--- config.mk ---
export PLATFORM = sky130hd
export DESIGN_NAME = distance_loader_flat
export DESIGN_NICKNAME = d
export VERILOG_FILES = /design/src/rtl/distance_loader_if.sv /design/src/rtl/distance_loader.sv /design/src/flat_wrapper.sv
export SDC_FILE = /design/constraint.sdc
export NUM_CORES = 1
export LEC_CHECK = 0
export ABC_CLOCK_PERIOD_IN_PS = 2450
export CORE_AREA = 2 2 91 93
export DETAILED_ROUTE_END_ITERATION = 8
export DIE_AREA = 0 0 93 95
export DONT_BUFFER_PORTS = 1
export PLACE_DENSITY = 0.6
export SYNTH_ARGS = -nofsm -noshare
export SYNTH_HDL_FRONTEND = slang
export SYNTH_SLANG_ARGS = --single-unit
export TNS_END_PERCENT = 20
--- constraint.sdc ---
create_clock -name clk -period 2.45 [get_ports clk]
set_input_delay 0.49 -clock clk [delete_from_list [all_inputs] [get_ports clk]]
set_output_delay 0.49 -clock clk [all_outputs]
set_load 0.1 [all_outputs]
--- src/rtl/distance_loader_if.sv ---
// Stream-in / table-write-out bundle for the distance loader.
// Latency: none (wires only).
// Backpressure: s_ready from the loader stalls the upstream word stream.
interface distance_loader_if #(
    parameter int CITY_LOG = 5,
    parameter int DIST_W   = 16
);
    logic                  s_valid;
    logic [DIST_W-1:0]     s_data;
    logic                  s_ready;
    logic                  distance_write;
    logic [2*CITY_LOG-1:0] distance_w_addr;
    logic [DIST_W-1:0]     distance_w_data;

    // Host side: produces stream words, observes the table write port.
    modport master (
        output s_valid, s_data,
        input  s_ready, distance_write, distance_w_addr, distance_w_data
    );

    // Loader side: consumes stream words, drives the table write port.
    modport slave (
        input  s_valid, s_data,
        output s_ready, distance_write, distance_w_addr, distance_w_data
    );
endinterface

--- src/rtl/distance_loader.sv ---
// Expands an upper-triangle distance stream into full NxN table writes (mirror + zero diagonal).
// Latency: first write 2 cycles after start; N*N back-to-back writes when the stream never stalls.
// Backpressure: s_ready only in FWD, so at most one word per 2 cycles; writes never stall.
module distance_loader #(
    parameter int CITY_NUM = 32,
    parameter int CITY_LOG = 5,
    parameter int DIST_W   = 16
) (
    input  logic              clk,
    input  logic              reset,
    input  logic              start,
    input  logic              abort,
    input  logic [CITY_LOG:0] cfg_city_num,
    output logic              busy,
    output logic              done,
    output logic              err,
    distance_loader_if.slave  dl
);
    typedef enum logic [2:0] {IDLE, ZERO, FWD, MIRROR, DONE} state_t;

    localparam logic [CITY_LOG:0]   N_MIN = 2;
    localparam logic [CITY_LOG:0]   N_MAX = CITY_NUM;
    localparam logic [CITY_LOG:0]   ONE_N = 1;
    localparam logic [CITY_LOG-1:0] ONE_I = 1;

    state_t              state_q, state_nxt;
    logic [CITY_LOG-1:0] i_q, j_q, i_nxt, j_nxt;
    logic [CITY_LOG:0]   n_q, n_last;
    logic [DIST_W-1:0]   hold_q;
    logic                hold_ld, n_ld, err_nxt, cfg_ok;
    logic                i_last, j_more;

    logic                wr_vld;
    logic [CITY_LOG-1:0] wr_row, wr_col;
    logic [DIST_W-1:0]   wr_dat;

    logic                  wr_q;
    logic [2*CITY_LOG-1:0] addr_q;
    logic [DIST_W-1:0]     data_q;

    assign cfg_ok = (cfg_city_num >= N_MIN) && (cfg_city_num <= N_MAX);
    assign n_last = n_q - ONE_N;
    assign i_last = ({1'b0, i_q} == n_last);
    assign j_more = ({1'b0, j_q} < n_last);

    // Next-state, counter updates and the write issued this cycle.
    always_comb begin
        state_nxt = state_q;
        i_nxt     = i_q;
        j_nxt     = j_q;
        n_ld      = 1'b0;
        hold_ld   = 1'b0;
        err_nxt   = 1'b0;
        wr_vld    = 1'b0;
        wr_row    = '0;
        wr_col    = '0;
        wr_dat    = '0;
        case (state_q)
            IDLE: begin
                if (start) begin
                    if (cfg_ok) begin
                        n_ld      = 1'b1;
                        i_nxt     = '0;
                        state_nxt = ZERO;
                    end else begin
                        err_nxt = 1'b1;
                    end
                end
            end
            ZERO: begin
                wr_vld = 1'b1;
                wr_row = i_q;
                wr_col = i_q;
                if (i_last) begin
                    state_nxt = DONE;
                end else begin
                    j_nxt     = i_q + ONE_I;
                    state_nxt = FWD;
                end
            end
            FWD: begin
                if (dl.s_valid) begin
                    wr_vld    = 1'b1;
                    wr_row    = i_q;
                    wr_col    = j_q;
                    wr_dat    = dl.s_data;
                    hold_ld   = 1'b1;
                    state_nxt = MIRROR;
                end
            end
            MIRROR: begin
                wr_vld = 1'b1;
                wr_row = j_q;
                wr_col = i_q;
                wr_dat = hold_q;
                if (j_more) begin
                    j_nxt     = j_q + ONE_I;
                    state_nxt = FWD;
                end else begin
                    i_nxt     = i_q + ONE_I;
                    state_nxt = ZERO;
                end
            end
            DONE: state_nxt = IDLE;
            default: state_nxt = IDLE;
        endcase
        // Abort only redirects the FSM; a write decided this cycle still goes out.
        if (abort && (state_q != IDLE)) begin
            state_nxt = IDLE;
        end
    end

    // State register.
    always_ff @(posedge clk or negedge reset) begin
        if (!reset) begin
            state_q <= IDLE;
        end else begin
            state_q <= state_nxt;
        end
    end

    // Row/column counters, latched city count and the word waiting to be mirrored.
    always_ff @(posedge clk or negedge reset) begin
        if (!reset) begin
            i_q    <= '0;
            j_q    <= '0;
            n_q    <= '0;
            hold_q <= '0;
        end else begin
            i_q <= i_nxt;
            j_q <= j_nxt;
            if (n_ld) begin
                n_q <= cfg_city_num;
            end
            if (hold_ld) begin
                hold_q <= dl.s_data;
            end
        end
    end

    // Registered write port and status pulses; address/data hold between writes.
    always_ff @(posedge clk or negedge reset) begin
        if (!reset) begin
            wr_q   <= 1'b0;
            addr_q <= '0;
            data_q <= '0;
            done   <= 1'b0;
            err    <= 1'b0;
        end else begin
            wr_q <= wr_vld;
            if (wr_vld) begin
                addr_q <= {wr_row, wr_col};
                data_q <= wr_dat;
            end
            done <= (state_q == DONE) && !abort;
            err  <= err_nxt;
        end
    end

    assign busy               = (state_q != IDLE);
    assign dl.s_ready         = (state_q == FWD);
    assign dl.distance_write  = wr_q;
    assign dl.distance_w_addr = addr_q;
    assign dl.distance_w_data = data_q;
endmodule

--- src/flat_wrapper.sv ---
// flat-port wrapper written by rule: the top's interface ports become plain ports
module distance_loader_flat 
#(
    parameter int CITY_NUM = 32,
    parameter int CITY_LOG = 5,
    parameter int DIST_W   = 16
)
  (clk, reset, start, abort, cfg_city_num, busy, done, err, dl_s_valid, dl_s_data, dl_s_ready, dl_distance_write, dl_distance_w_addr, dl_distance_w_data);
  distance_loader_if #(.CITY_LOG(CITY_LOG), .DIST_W(DIST_W)) dl_i ();
  input  logic clk;
  input  logic reset;
  input  logic start;
  input  logic abort;
  input  logic [CITY_LOG:0] cfg_city_num;
  output logic busy;
  output logic done;
  output logic err;
  input wire logic [$bits(dl_i.s_valid)-1:0] dl_s_valid;
  input wire logic [$bits(dl_i.s_data)-1:0] dl_s_data;
  output wire logic [$bits(dl_i.s_ready)-1:0] dl_s_ready;
  output wire logic [$bits(dl_i.distance_write)-1:0] dl_distance_write;
  output wire logic [$bits(dl_i.distance_w_addr)-1:0] dl_distance_w_addr;
  output wire logic [$bits(dl_i.distance_w_data)-1:0] dl_distance_w_data;
  assign dl_i.s_valid = dl_s_valid;
  assign dl_i.s_data = dl_s_data;
  assign dl_s_ready = dl_i.s_ready;
  assign dl_distance_write = dl_i.distance_write;
  assign dl_distance_w_addr = dl_i.distance_w_addr;
  assign dl_distance_w_data = dl_i.distance_w_data;
  distance_loader #(.CITY_NUM(CITY_NUM), .CITY_LOG(CITY_LOG), .DIST_W(DIST_W)) u_core (.clk(clk), .reset(reset), .start(start), .abort(abort), .cfg_city_num(cfg_city_num), .busy(busy), .done(done), .err(err), .dl(dl_i));
endmodule
# == After elaboration in Yosys (flattened, before gate mapping) ==
# Cells that the tools add are included.
# word_totals
regBits,64
input_bits,27
out_inout_bits,31
wordCells,70
# op_classes
add_sub_neg,3
magnitude_cmp,3
eq_ne,13
muxes,29
reduce_logical,12
# ops
operator,n
$mux 5,7
$pmux 16 s2,1
$pmux 5 s2,3
$mux 16,1
$mux 3,5
$pmux 5 s3,1
$pmux 3 s4,1
$add 5x1->5 const B,2
$mux 1,8
$eq 3x2->1 const B,2
$eq 5x6->1,1
$ge 6x2->1 const B,1
$le 6x6->1 const B,1
$lt 5x6->1,1
$ne 2x2->1 const B,3
$ne 3x2->1 const B,2
$reduce_and 3->1,2
$sub 6x1->6 const B,1
$ne 2x1->1 const B,2
$reduce_and 4->1,1
$reduce_bool 2->1,2
$eq 3x1->1 const B,1
$eq 3x3->1 const B,1
$logic_and 1x1->1,3
7 further kinds,7

# == Depth between registers and ports, before layout ==
# logic_depth
word_depth,6
ltp_mapped,11
mapped_depth_nobuf,11

# == Worst setup path after synthesis ==
# Ideal clock, no wire load.
# synth_path
path_type,reg2reg
from,register u_core.n_q[0]
to,register u_core.j_q[1]
setup_time_ns,0.128
arrival_time_ns,2.590
required_time_ns,2.322
slack_ns,-0.268
stages_incl_launch_ff,11
path_buffers,1
path_cell_list,dfrtp_1 or3_1 buf_2 xor2_1 ha_1 o211ai_1 o21a_1 nor4_4 a21oi_1 o21ai_2 mux2_1
# synth_via
elab_chain_cells,4
word_cells_on_any_way,6
# synth_rtl
element,line,rtl
from (decl),distance_loader.sv:28,"logic [CITY_LOG:0] n_q, n_last;"
from (signal assigned),distance_loader.sv:133,n_q <= cfg_city_num;
$sub 6x1->6 (*),distance_loader.sv:42,assign n_last = n_q - ONE_N;
$lt 5x6->1 or $eq 5x6->1 (tied branches),"distance_loader.sv:44, distance_loader.sv:43",
$ne 2x1->1 (no source line) or $ne 2x2->1 (tied branches),-,
$reduce_and 3->1 (no source line) (*),-,
to (signal assigned),distance_loader.sv:131,j_q <= j_nxt;
to (decl),distance_loader.sv:27,"logic [CITY_LOG-1:0] i_q, j_q, i_nxt, j_nxt;"
# Every way passes the cells marked *; elsewhere a longest branch is shown, timed or not.
# A chain may end at the register's enable or synchronous reset.

# == Final worst setup path ==
# layout_path
from,register u_core.n_q[1]
to,register u_core.j_q[1]
# Same word-level chain as after synthesis.

==> out/results.txt <==
placed cell count: 424
Final #Nets: 365
Pre-Repair DR Iteration Count: 7
clock sink count: 64
routed wire length: 7030 um
synth unique cells: 50
layout cells sized above 1: 22.6%
Clock Skew: 0.00787 ns
final hold viol count: 0
antenna viol nets, final: 0
hold crit path type: input port to async pin
Worst-Skew Late Latency: 0.34 ns
final critical-path required period: 2.45 ns
Worst R2R End: u_core.j_q[1]$_DFFE_PN0P_
final cell count without fillers: 441
syn avg cell area: 10.0 sq um
average routed wire per standard cell: 16.0 um
final antenna diode count: 0
post-synth top area share: 52.6%
Yosys warnings: 0
R2R Path Start: u_core.n_q[1]$_DFFE_PN0P_
FP Rows: 33
post-route design area: 3670 sq um
critical path class: flip-flop to flip-flop
worst slew margin relative to its limit: 38.5%
cell taking the most area after synthesis: dfrtp_1
Placement Setup Slack: -0.0588 ns
crit path DAT: 2.67 ns
Root Buffer: clkbuf_8
crit-path max FO: 4
Worst Max-Slew Pin Slew: 0.923 ns
Clock transition at path regs: 0.07 ns
CP endpoint kind: flip-flop
Post-CTS Setup Bufs: 0
CP max stage cell: dfrtp_1
max incr delay on CP: 0.40 ns
Worst Setup Slack, final: 0.000138 ns
achievable frequency: 408 MHz
Hold WS: 0.0114 ns
Setup-failing EPs final: 0
core outline area: 7930 sq um
CTS Buf Count: 9
synth cell count leaders: 76 x nand2_1, 64 x dfrtp_1, 19 x inv_1
worst endpoint required time: 2.67 ns
ys flop type: dfrtp_1
worst reg2reg setup slack: 0.0001 ns
Net Count, Synth: 337
H-tree Lvls: 3
Max-Cap Viols: 0
Cells after Synth: 303
most frequent cell after synthesis: nand2_1
die area: 8840 sq um
DP Area: 3360 sq um
RSZ-0062 raised after global routing: yes
CTS tree: done
top post-synthesis cells by area: dfrtp_1 53%, nand2_1 9.4%, a222oi_1 3.9%
Max Buffers Root-to-Sink: 2
Detailed Route Iter0 Violations: 235
HPWL Detailed: 4970 um
initial core utilization: 38.4%
vias per cell: 5.34
All-Layer GR Usage: 17.2%
first-pass GRT wire length: 11,700 um
DRC errors left: 0
Syn-to-layout area delta: 20.5%
Post-synth EDFFs: 0
status: completed
Post-Synthesis Cell Area: 3040 sq um
CP cell instances: or3_4 -> xor2_1 -> ha_1 -> o211ai_1 -> o21a_1 -> nor4_4 -> a21oi_1 -> o21ai_2 -> mux2_4
initial antenna violation count: 0
die height: 95 um
GP Congestion: 0.885
fin. max-slew vios: 0
largest net degree at the start of global routing: 65
gr ovfl total: 0
chip width: 93 um
ys async rst share: 100%
Seq/Total Area, Yosys: 52.6%
vias: 2,354
#FFs+latches synth: 64
I/O Pins: 58
Port Buffers: 0
crit share post-route: 100%
number of global-route vias before repair: 2,335
crit start category: flip-flop
cells on worst reg2reg path: 9
-- final cells by class --
type | instances | area, sq um
Fill cell | 768 | 4260
Inverter | 19 | 71.3
Timing Repair Buffer | 36 | 294
Clock inverter | 6 | 92.6
Sequential cell | 64 | 1600
Tap cell | 105 | 131
Multi-Input combinational cell | 201 | 1340
Clock buffer | 10 | 138
-- metal layers --
layer	vias up	routed length [um]	track usage [%]
li1	1129	-	-
met1	1141	3060	21.5
met2	72	3340	27.7
met3	12	513	5.27
met4	0	123	7.35
met5	-	0	0
-- registers in the layout, indices dropped and copies added (netlist names) --
register / flops
u_core.done: 1
u_core.j_q: 5
u_core.dl.distance_write: 1
u_core.hold_q: 16
u_core.n_q: 6
u_core.i_q: 5
u_core.dl.distance_w_addr: 10
u_core.dl.distance_w_data: 16
u_core.state_q: 3
u_core.err: 1
-- cell usage in the layout, fill, tap and decap left out, types with 3 or more instances in the layout --
cell	synthesis	routed
nand3_1	10	10
xnor2_1	6	5
inv_1	19	19
mux2_2	8	8
a22oi_1	15	15
xor2_1	4	4
a222oi_1	12	12
clkbuf_8	0	10
o21ai_0	7	5
nand2_1	76	76
or2_2	3	3
a21oi_1	5	5
buf_4	0	34
dfrtp_1	64	64
ha_1	7	7
nor2_1	5	5
-- cells by family after synthesis --
group / Yosys count / share of synthesized area, %
AND/OR/NAND/NOR: 114 / 17.4
buffers and inverters: 38 / 4.73
adder cells (fa/ha/maj): 7 / 2.88
multiplexers: 11 / 3.99
XOR/XNOR: 10 / 2.88
flip-flops: 64 / 52.6
AO/OA/AOI/OAI: 59 / 15.5
-- worst max path at each step --
stage                                         start                            end  slack [ns]  depth (start not counted)
after floorplan           u_core.n_q[0]$_DFFE_PN0P_      u_core.j_q[1]$_DFFE_PN0P_       -0.18                         10
after global placement    u_core.n_q[1]$_DFFE_PN0P_  u_core.state_q[0]$_DFFE_PN0P_        0.03                          9
after detailed placement  u_core.n_q[1]$_DFFE_PN0P_  u_core.state_q[0]$_DFFE_PN0P_       -0.06                          9
after CTS                 u_core.n_q[1]$_DFFE_PN0P_  u_core.state_q[0]$_DFFE_PN0P_       -0.01                          9
after global routing      u_core.n_q[1]$_DFFE_PN0P_  u_core.state_q[0]$_DFFE_PN0P_       -0.10                          9
final                     u_core.n_q[1]$_DFFE_PN0P_      u_core.j_q[1]$_DFFE_PN0P_      0.0001                          9
-- critical path, delay by kind of cell (launching register included) --
| kind | cells | cell delay, ns |
|---|---|---|
| flops | 1 | 0.40 |
| compound gates | 4 | 0.52 |
| simple gates | 2 | 0.65 |
| fa+ha+maj | 1 | 0.30 |
| mux | 1 | 0.31 |
| xor+xnor | 1 | 0.15 |
-- repair_timing --
| item | CTS | global route |
|---|---|---|
| hold buffers | 1 | 0 |
| gates resized for setup | 6 | 6 |
| cloned | 0 | 0 |
| setup endpoints to repair | 9 | 12 |
| hold endpoints to repair | 64 | 0 |
-- per-stage QoR --
stage / util (%) / TNS, ns
2_1_floorplan: - / -0.222
3_3_place_gp: 42.4 / 0
3_5_place_dp: 42.4 / -0.222
4_1_cts: 45.9 / -0.0170
5_1_grt: 46.3 / -0.751
6_report: 46.3 / 0
Power is left out: the tool's default activity adds up to more than one toggle a clock period on the data nets, which glitch-free logic cannot reach.
